### src/rtl/stream_pkg.sv
// Shared definitions for the stream width converters: FSM state encoding
// and the lane-index width helper.
package stream_pkg;

  typedef enum logic {
    ST_EMPTY = 1'b0,
    ST_BUSY  = 1'b1
  } state_t;

  // At least one bit so a single-lane index is still a legal vector.
  function automatic int lane_idx_width(input int ratio);
    return (ratio > 1) ? $clog2(ratio) : 1;
  endfunction

endpackage

### src/rtl/stream_downsize_lowest_set_enc.sv
// Lowest-set-bit encoder: reports the index and one-hot of the lowest set bit
// of a mask, and whether that bit is the only one left.
module lowest_set_enc
  import stream_pkg::*;
#(
  parameter int N  = 2,
  parameter int IW = lane_idx_width(N)
) (
  input  logic [N-1:0]  mask,
  output logic [IW-1:0] index,
  output logic [N-1:0]  onehot,
  output logic          single
);

  // Scan from the top so the lowest set bit is the last one written.
  always_comb begin
    index = '0;
    for (int i = N - 1; i >= 0; i--) begin
      if (mask[i]) begin
        index = IW'(i);
      end
    end
  end

  assign onehot = mask & (~mask + N'(1));
  assign single = (mask != '0) && ((mask & (mask - N'(1))) == '0);

endmodule

### src/rtl/stream_downsize.sv
// Wide-to-narrow stream converter: splits each accepted wide beat into its
// kept lanes, lowest index first, with a one-beat holding register.
module stream_downsize
  import stream_pkg::*;
#(
  parameter int T_DATA_WIDTH = 4,
  parameter int T_DATA_RATIO = 2
) (
  input  logic                    clk_i,
  input  logic                    rst_i,
  input  logic [T_DATA_WIDTH-1:0] s_data_i [T_DATA_RATIO],
  input  logic [T_DATA_RATIO-1:0] s_keep_i,
  input  logic                    s_last_i,
  input  logic                    s_valid_i,
  output logic                    s_ready_o,
  output logic [T_DATA_WIDTH-1:0] m_data_o,
  output logic                    m_last_o,
  output logic                    m_valid_o,
  input  logic                    m_ready_i
);

  localparam int IW = lane_idx_width(T_DATA_RATIO);

  state_t                  state_q, state_d;
  logic [T_DATA_RATIO-1:0] keep_q, keep_d;
  logic                    last_q, last_d;
  logic [T_DATA_WIDTH-1:0] data_q [T_DATA_RATIO];

  logic [IW-1:0]           lane_idx;
  logic [T_DATA_RATIO-1:0] lane_onehot;
  logic                    lane_single;
  logic                    pop;
  logic                    load;

  lowest_set_enc #(
    .N  (T_DATA_RATIO),
    .IW (IW)
  ) u_enc (
    .mask   (keep_q),
    .index  (lane_idx),
    .onehot (lane_onehot),
    .single (lane_single)
  );

  assign m_valid_o = (state_q == ST_BUSY);
  assign pop       = m_valid_o && m_ready_i;
  // Ready again on the cycle the final lane leaves, so wide beats chain without a bubble.
  assign s_ready_o = (state_q == ST_EMPTY) || (pop && lane_single);
  assign load      = s_valid_i && s_ready_o;

  // Data is gated while idle because the lane registers are never reset.
  assign m_data_o  = m_valid_o ? data_q[lane_idx] : '0;
  assign m_last_o  = m_valid_o && last_q && lane_single;

  always_comb begin
    state_d = state_q;
    keep_d  = keep_q;
    last_d  = last_q;

    if (load) begin
      keep_d = s_keep_i;
      last_d = s_last_i && (|s_keep_i);
    end else if (pop) begin
      keep_d = keep_q & ~lane_onehot;
    end

    case (state_q)
      ST_EMPTY: begin
        if (load && (|s_keep_i)) begin
          state_d = ST_BUSY;
        end
      end
      ST_BUSY: begin
        if (keep_d == '0) begin
          state_d = ST_EMPTY;
        end
      end
      default: begin
        state_d = ST_EMPTY;
      end
    endcase
  end

  always_ff @(posedge clk_i) begin
    if (rst_i) begin
      state_q <= ST_EMPTY;
      keep_q  <= '0;
      last_q  <= 1'b0;
    end else begin
      state_q <= state_d;
      keep_q  <= keep_d;
      last_q  <= last_d;
    end
  end

  always_ff @(posedge clk_i) begin
    if (load) begin
      for (int i = 0; i < T_DATA_RATIO; i++) begin
        data_q[i] <= s_data_i[i];
      end
    end
  end

endmodule

### config.mk
export PLATFORM = sky130hd
export DESIGN_NAME = stream_downsize
export DESIGN_NICKNAME = d
export VERILOG_FILES = /design/src/rtl/stream_pkg.sv /design/src/rtl/stream_downsize_lowest_set_enc.sv /design/src/rtl/stream_downsize.sv
export SDC_FILE = /design/constraint.sdc
export NUM_CORES = 1
export LEC_CHECK = 0
export BUFFER_PORTS_ARGS = -buffer_cell sky130_fd_sc_hd__buf_2
export CORE_MARGIN = 3
export CORE_UTILIZATION = 41
export DETAILED_ROUTE_END_ITERATION = 6
export PLACE_DENSITY = 0.79
export SYNTH_ARGS = -nofsm -noshare
export SYNTH_HDL_FRONTEND = slang
export SYNTH_SLANG_ARGS = --single-unit
### constraint.sdc
create_clock -name clk_i -period 1.35 [get_ports clk_i]
set_input_delay 0.27 -clock clk_i [delete_from_list [all_inputs] [get_ports clk_i]]
set_output_delay 0.27 -clock clk_i [all_outputs]
set_load 0.02 [all_outputs]
Word level (Yosys, flattened, before mapping)
Memory sizes are Yosys's and may differ from the RTL's. Index checks and enable logic that the tools add are counted.

Memory bits (writable): 8. Bits in registers: 4. Latch bits: 0. ROM bits: 0. Memories: 1. Word-level logic and storage cells: 35.

Order comparisons: 0. Mux-type cells: 10. Bitwise operators: 6. $mul: 0. Reductions and logical operators: 13. Add/sub/neg operators: 2. Divide/modulo/power cells: 0. Shifts and indexed selects: 0. Eq/ne operators: 0.

Memory list: data_q (words 2, width 4, rd ports 1, clocked after Yosys merged registers in 0, write ports 2, line stream_downsize.sv:27) `logic [T_DATA_WIDTH-1:0] data_q [T_DATA_RATIO];`.

Operators by type and width (number): $logic_and 1x1->1 (8); $and 2x2->2 (3); $mux 1 (6); $logic_not 2->1 (2); $mux 2 (2); $mux 4 (1); $not 2->2 (2); $add 2x1->2 const B (1); $pmux 1 s2 (1); $reduce_bool 2->1 (1); $reduce_or 2->1 (1); $sub 2x1->2 const B (1); $logic_or 1x1->1 (1); $not 1->1 (1).

Depth between registers and ports, before layout
Depth after elaboration: 11. Gate-level depth with buffers: 6.

Cells and area by module
From an unflattened synthesis, not the netlist that was laid out.

Cells, all modules: 47. Area total of the unflattened synthesis: 556.8 um^2.

By module, submodules not included: stream_downsize (cells an instance 42, times used 1, sequential area each 320.3 um^2, area an instance 521.8 um^2); lowest_set_enc (cells an instance 5, times used 1, sequential area each 0.0 um^2, area an instance 35.0 um^2).

Worst setup path after synthesis
OpenSTA, ideal clock, no wires.

Path kind: flip-flop to flip-flop. Start: reg keep_q[0]. End: reg keep_q[1]. Path slack: -0.125 ns. Arrival time: 1.345 ns. Stages on the path, launching flop included: 7. Path buffers: 0. Path through: dfxtp_1 inv_1 ha_1 nand2b_4 a21boi_4 nor2b_1 nor3_1.

Cells in the longest elaborated chain, start to end: 8. Elaborated cells between the ends (all ways): 15.

RTL lines: from (decl) (line stream_downsize.sv:25) `logic [T_DATA_RATIO-1:0] keep_q, keep_d;`; from (signal assigned) (line stream_downsize.sv:91) `keep_q <= keep_d;`; $sub 2x1->2 (line stream_downsize_lowest_set_enc.sv:26) `assign single = (mask != '0) && ((mask & (mask - N'(1))) == '0);`; $and 2x2->2 (line stream_downsize_lowest_set_enc.sv:26); $logic_not 2->1 (line stream_downsize_lowest_set_enc.sv:26); $logic_and 1x1->1 * (line stream_downsize_lowest_set_enc.sv:26); $logic_and 1x1->1 * (line stream_downsize.sv:48) `assign s_ready_o = (state_q == ST_EMPTY) || (pop && lane_single);`; $logic_or 1x1->1 * (line stream_downsize.sv:48); $logic_and 1x1->1 * (line stream_downsize.sv:49) `assign load = s_valid_i && s_ready_o;`; via load (line stream_downsize.sv:33) `logic load;`; $mux 2 * (line stream_downsize.sv:60) `if (load) begin`.

The timed path passes the listed nets; every way through them passes the cells marked *. A chain may end at the register's enable or synchronous reset.

Final worst setup path
Start: reg keep_q[0]. End: out m_data_o[0].

Cells in the longest elaborated chain, start to end: 3.

RTL lines: $mux 1 (line stream_downsize_lowest_set_enc.sv:19) `if (mask[i]) begin`; $mem_v2 2x4; $mux 4 (line stream_downsize.sv:52) `assign m_data_o = m_valid_o ? data_q[lane_idx] : '0;`; to (decl) (line stream_downsize.sv:16) `output logic [T_DATA_WIDTH-1:0] m_data_o,`.

Every way passes these cells.

==> metrics.txt <==
FF+latch area 323 um2; slew at the pin closest to its max-slew limit ~0.4 ns; synthesis-stage register bit count 12; Worst EP required between 1 and 1.5 ns; RSZ-0062 raised after global routing yes; Seq pwr share a little under half; simple-gate share of the synthesized area 17.1%; row count 13; leakage around 0.39 nW; crit path kind flip-flop to primary output; detailed-router iteration count before antenna repair 4; Synth top area share roughly two fifths; Total Die Area 1980 um2; Hold Path Class primary input to flip-flop; # setup viols final 17; Layout Skew roughly 0.0023 ns; fin crit share 114%; initial core utilization 45.0%; gp weighted congestion around 0.7; Startpoint Class flip-flop; Peak VDD IR around 0.74 mV; CP top delay family flip-flops; Finished Cell Area roughly 950 um2; dpl cells 90; H-tree lvl count 1; Worst path slowest cell dfxtp_2; WP data arrival ~1.3 ns; critical path buffer and inverter count 2; CTS tree yes; initial antenna violation count 0; grt ovf 0; I/O Buffers 21; Min Clock Period, post-route between 1.5 and 2 ns; violated checks setup timing; Tot GR Track Use 14.6%; Cell variety after synth 23; syn nets between 60 and 70; Setup crit end kind primary output; global-route wire length before repair roughly 2100 um; critical path, cell by cell inv_2 > ha_4 > mux2i_1 > nor2b_2 > buf_6; number of stages on the worst setup path 5; Post-Synth XOR/XNOR Area 0%; CTS root buffer clkbuf_4; layout cell share with drive strength beyond 1 about two thirds; FF-to-FF path depth 6; vias in the first global route roughly 490; CTS buffer count 3; Slew headroom between 70% and 80%; cell count of the worst hold path 1; crit-path max cell delay 0.33 ns; Reg clk slew, reported paths around 0.070 ns; Final Hold Viols 0; biggest area consumer among synthesized cells edfxtp_1; footprint of the multi-input gates about 370 um2; total number of vias between 400 and 500; Chip Height around 45 um; Async SR Flop Fraction 0%; Synth area leaders edfxtp_1 (40%), dfxtp_1 (13%), nor2b_1 (7.2%); total of max-cap violations 0; final WL 1400 um; top-count cell post-synth edfxtp_1; ant diodes 0; complex-gate fraction of the synthesized area 17.1%; Sw Share around 28%; # IOs 22; Post-synth top cells edfxtp_1 (8), nor2b_1 (7), dfxtp_1 (4), mux2i_1 (4), nand2_1 (4); internal power approximately 0.00071 W; synth warn 0; CTS Buffer Depth 2; ANT nets after route 0; cell area after synthesis between 600 and 700 um2; Clock Sinks 12; starting DRC count in detailed routing 4; status finished with violations; P_sw ~0.00028 W; Synth Flop Type edfxtp_1; WL per Instance about 15 um; combinational power share 31.4%; fmax about 650 MHz; Seq/Total Area, Yosys a little over half; largest net degree at the start of global routing 15; synthesized-area fraction occupied by adder cells roughly 4%; worst hold slack 0.173 ns; area delta synth->final 56.4%; Slew Viols, Final 0; clock share of power 22.4%; filler cell count 93; Chip Width 44.5 um; Area after DPL roughly 780 um2; crit-path max FO 4; Hold-fix buffers, CTS 0; setup_tns -2.06 ns; fin nets slightly below 100; Mean Syn Cell Area between 10 and 15 um2; multiplexer share of the synthesized area between 6 and 7%; Final Non-Filler Cells 96; Post-Synthesis Cells 51; EDFF count, synth 8; drt drc 0; latest clock arrival within the worst-skew pair 0.27 ns; Placeable Area 1350 um2; pwr/cell area 1040 nW/um2; setup ws final -0.188 ns; vias per cell 5.04; largest family of logic cells by synthesized area compound AO/OA/AOI/OAI gates
## power groups by stage
stage          clock network [W]  registers, W  logic (W)
5_1_grt                 0.000256      0.000458   0.000332
3_5_place_dp                   0      0.000457   0.000217
6_report                0.000221      0.000455   0.000310
2_1_floorplan                  0      0.000452   0.000135
3_3_place_gp                   0      0.000455   0.000212
4_1_cts                 0.000228      0.000451   0.000264
## timing repair
action,in CTS,in global routing
setup endpoints to repair,9,18
pin swaps,1,3
gates resized for setup,18,15
buffers inserted,2,0
endpoints found under the hold margin,0,0
## path summary, 6_finish.rpt
kind	startpoint	end	slack, ns
worst max-delay path	keep_q[0]$_SDFF_PP0_	m_data_o[0]	-0.19
worst max register to register	keep_q[0]$_SDFF_PP0_	data_q[1][2]$_DFFE_PP_	-0.11
worst min-delay path	s_data_i[5]	data_q[0][1]$_DFFE_PP_	0.17
worst min register to register	last_q$_SDFFE_PP0P_	last_q$_SDFFE_PP0P_	0.48
## layout by cell type, fill, tap and decap left out, types with 2 or more instances in the layout
cell type,instances
buf_2,15
buf_6,11
edfxtp_1,8
nor2b_2,4
nand2b_4,3
mux2i_1,3
o21ai_0,3
clkbuf_4,3
nand2_2,2
nand2_1,2
nor2b_4,2
a21oi_2,2
dfxtp_2,2
dfxtp_1,2
buf_4,2
## routing by layer
layer | vias up | GRT usage, % | part of all wire (%) | wire (um)
li1 | 242 | - | - | -
met1 | 225 | 17.0 | 40 | 559
met2 | 13 | 24.6 | 53 | 746
met3 | 4 | 4.88 | 4.4 | 62
met4 | 0 | 5.42 | 2.1 | 29
met5 | - | 0 | 0 | 0
## cell families (layout without fill, tap and decap cells)
family | count (synthesis) | count (layout)
mux | 4 | 4
fa+ha+maj | 2 | 2
flops | 12 | 12
simple gates | 18 | 18
buf+inv | 3 | 33
compound gates | 12 | 12
## per-stage QoR
| step | utilization, % | total power, W | setup slack, ns |
|---|---|---|---|
| 2_1_floorplan | - | 0.000587 | 0.00172 |
| 3_3_place_gp | 57.9 | 0.000667 | 0.0274 |
| 3_5_place_dp | 57.9 | 0.000675 | 0.00876 |
| 4_1_cts | 65.4 | 0.000943 | -0.187 |
| 5_1_grt | 70.4 | 0.00105 | -0.291 |
| 6_report | 70.4 | 0.000987 | -0.188 |
## flip-flops by register name, indices dropped and copies added (netlist names)
name / cells
m_valid_o: 1
data_q: 8
last_q: 1
keep_q: 2
## area by class of cell
type                            count  share of cell area (%)
Sequential cell                    12                    33.9
Multi-Input combinational cell     36                    38.4
Clock inverter                      1                   0.395
Tap cell                           15                    1.97
Timing Repair Buffer               28                    22.5
Clock buffer                        3                    2.37
Inverter                            1                   0.395
Power figures use the tool's default switching activity.
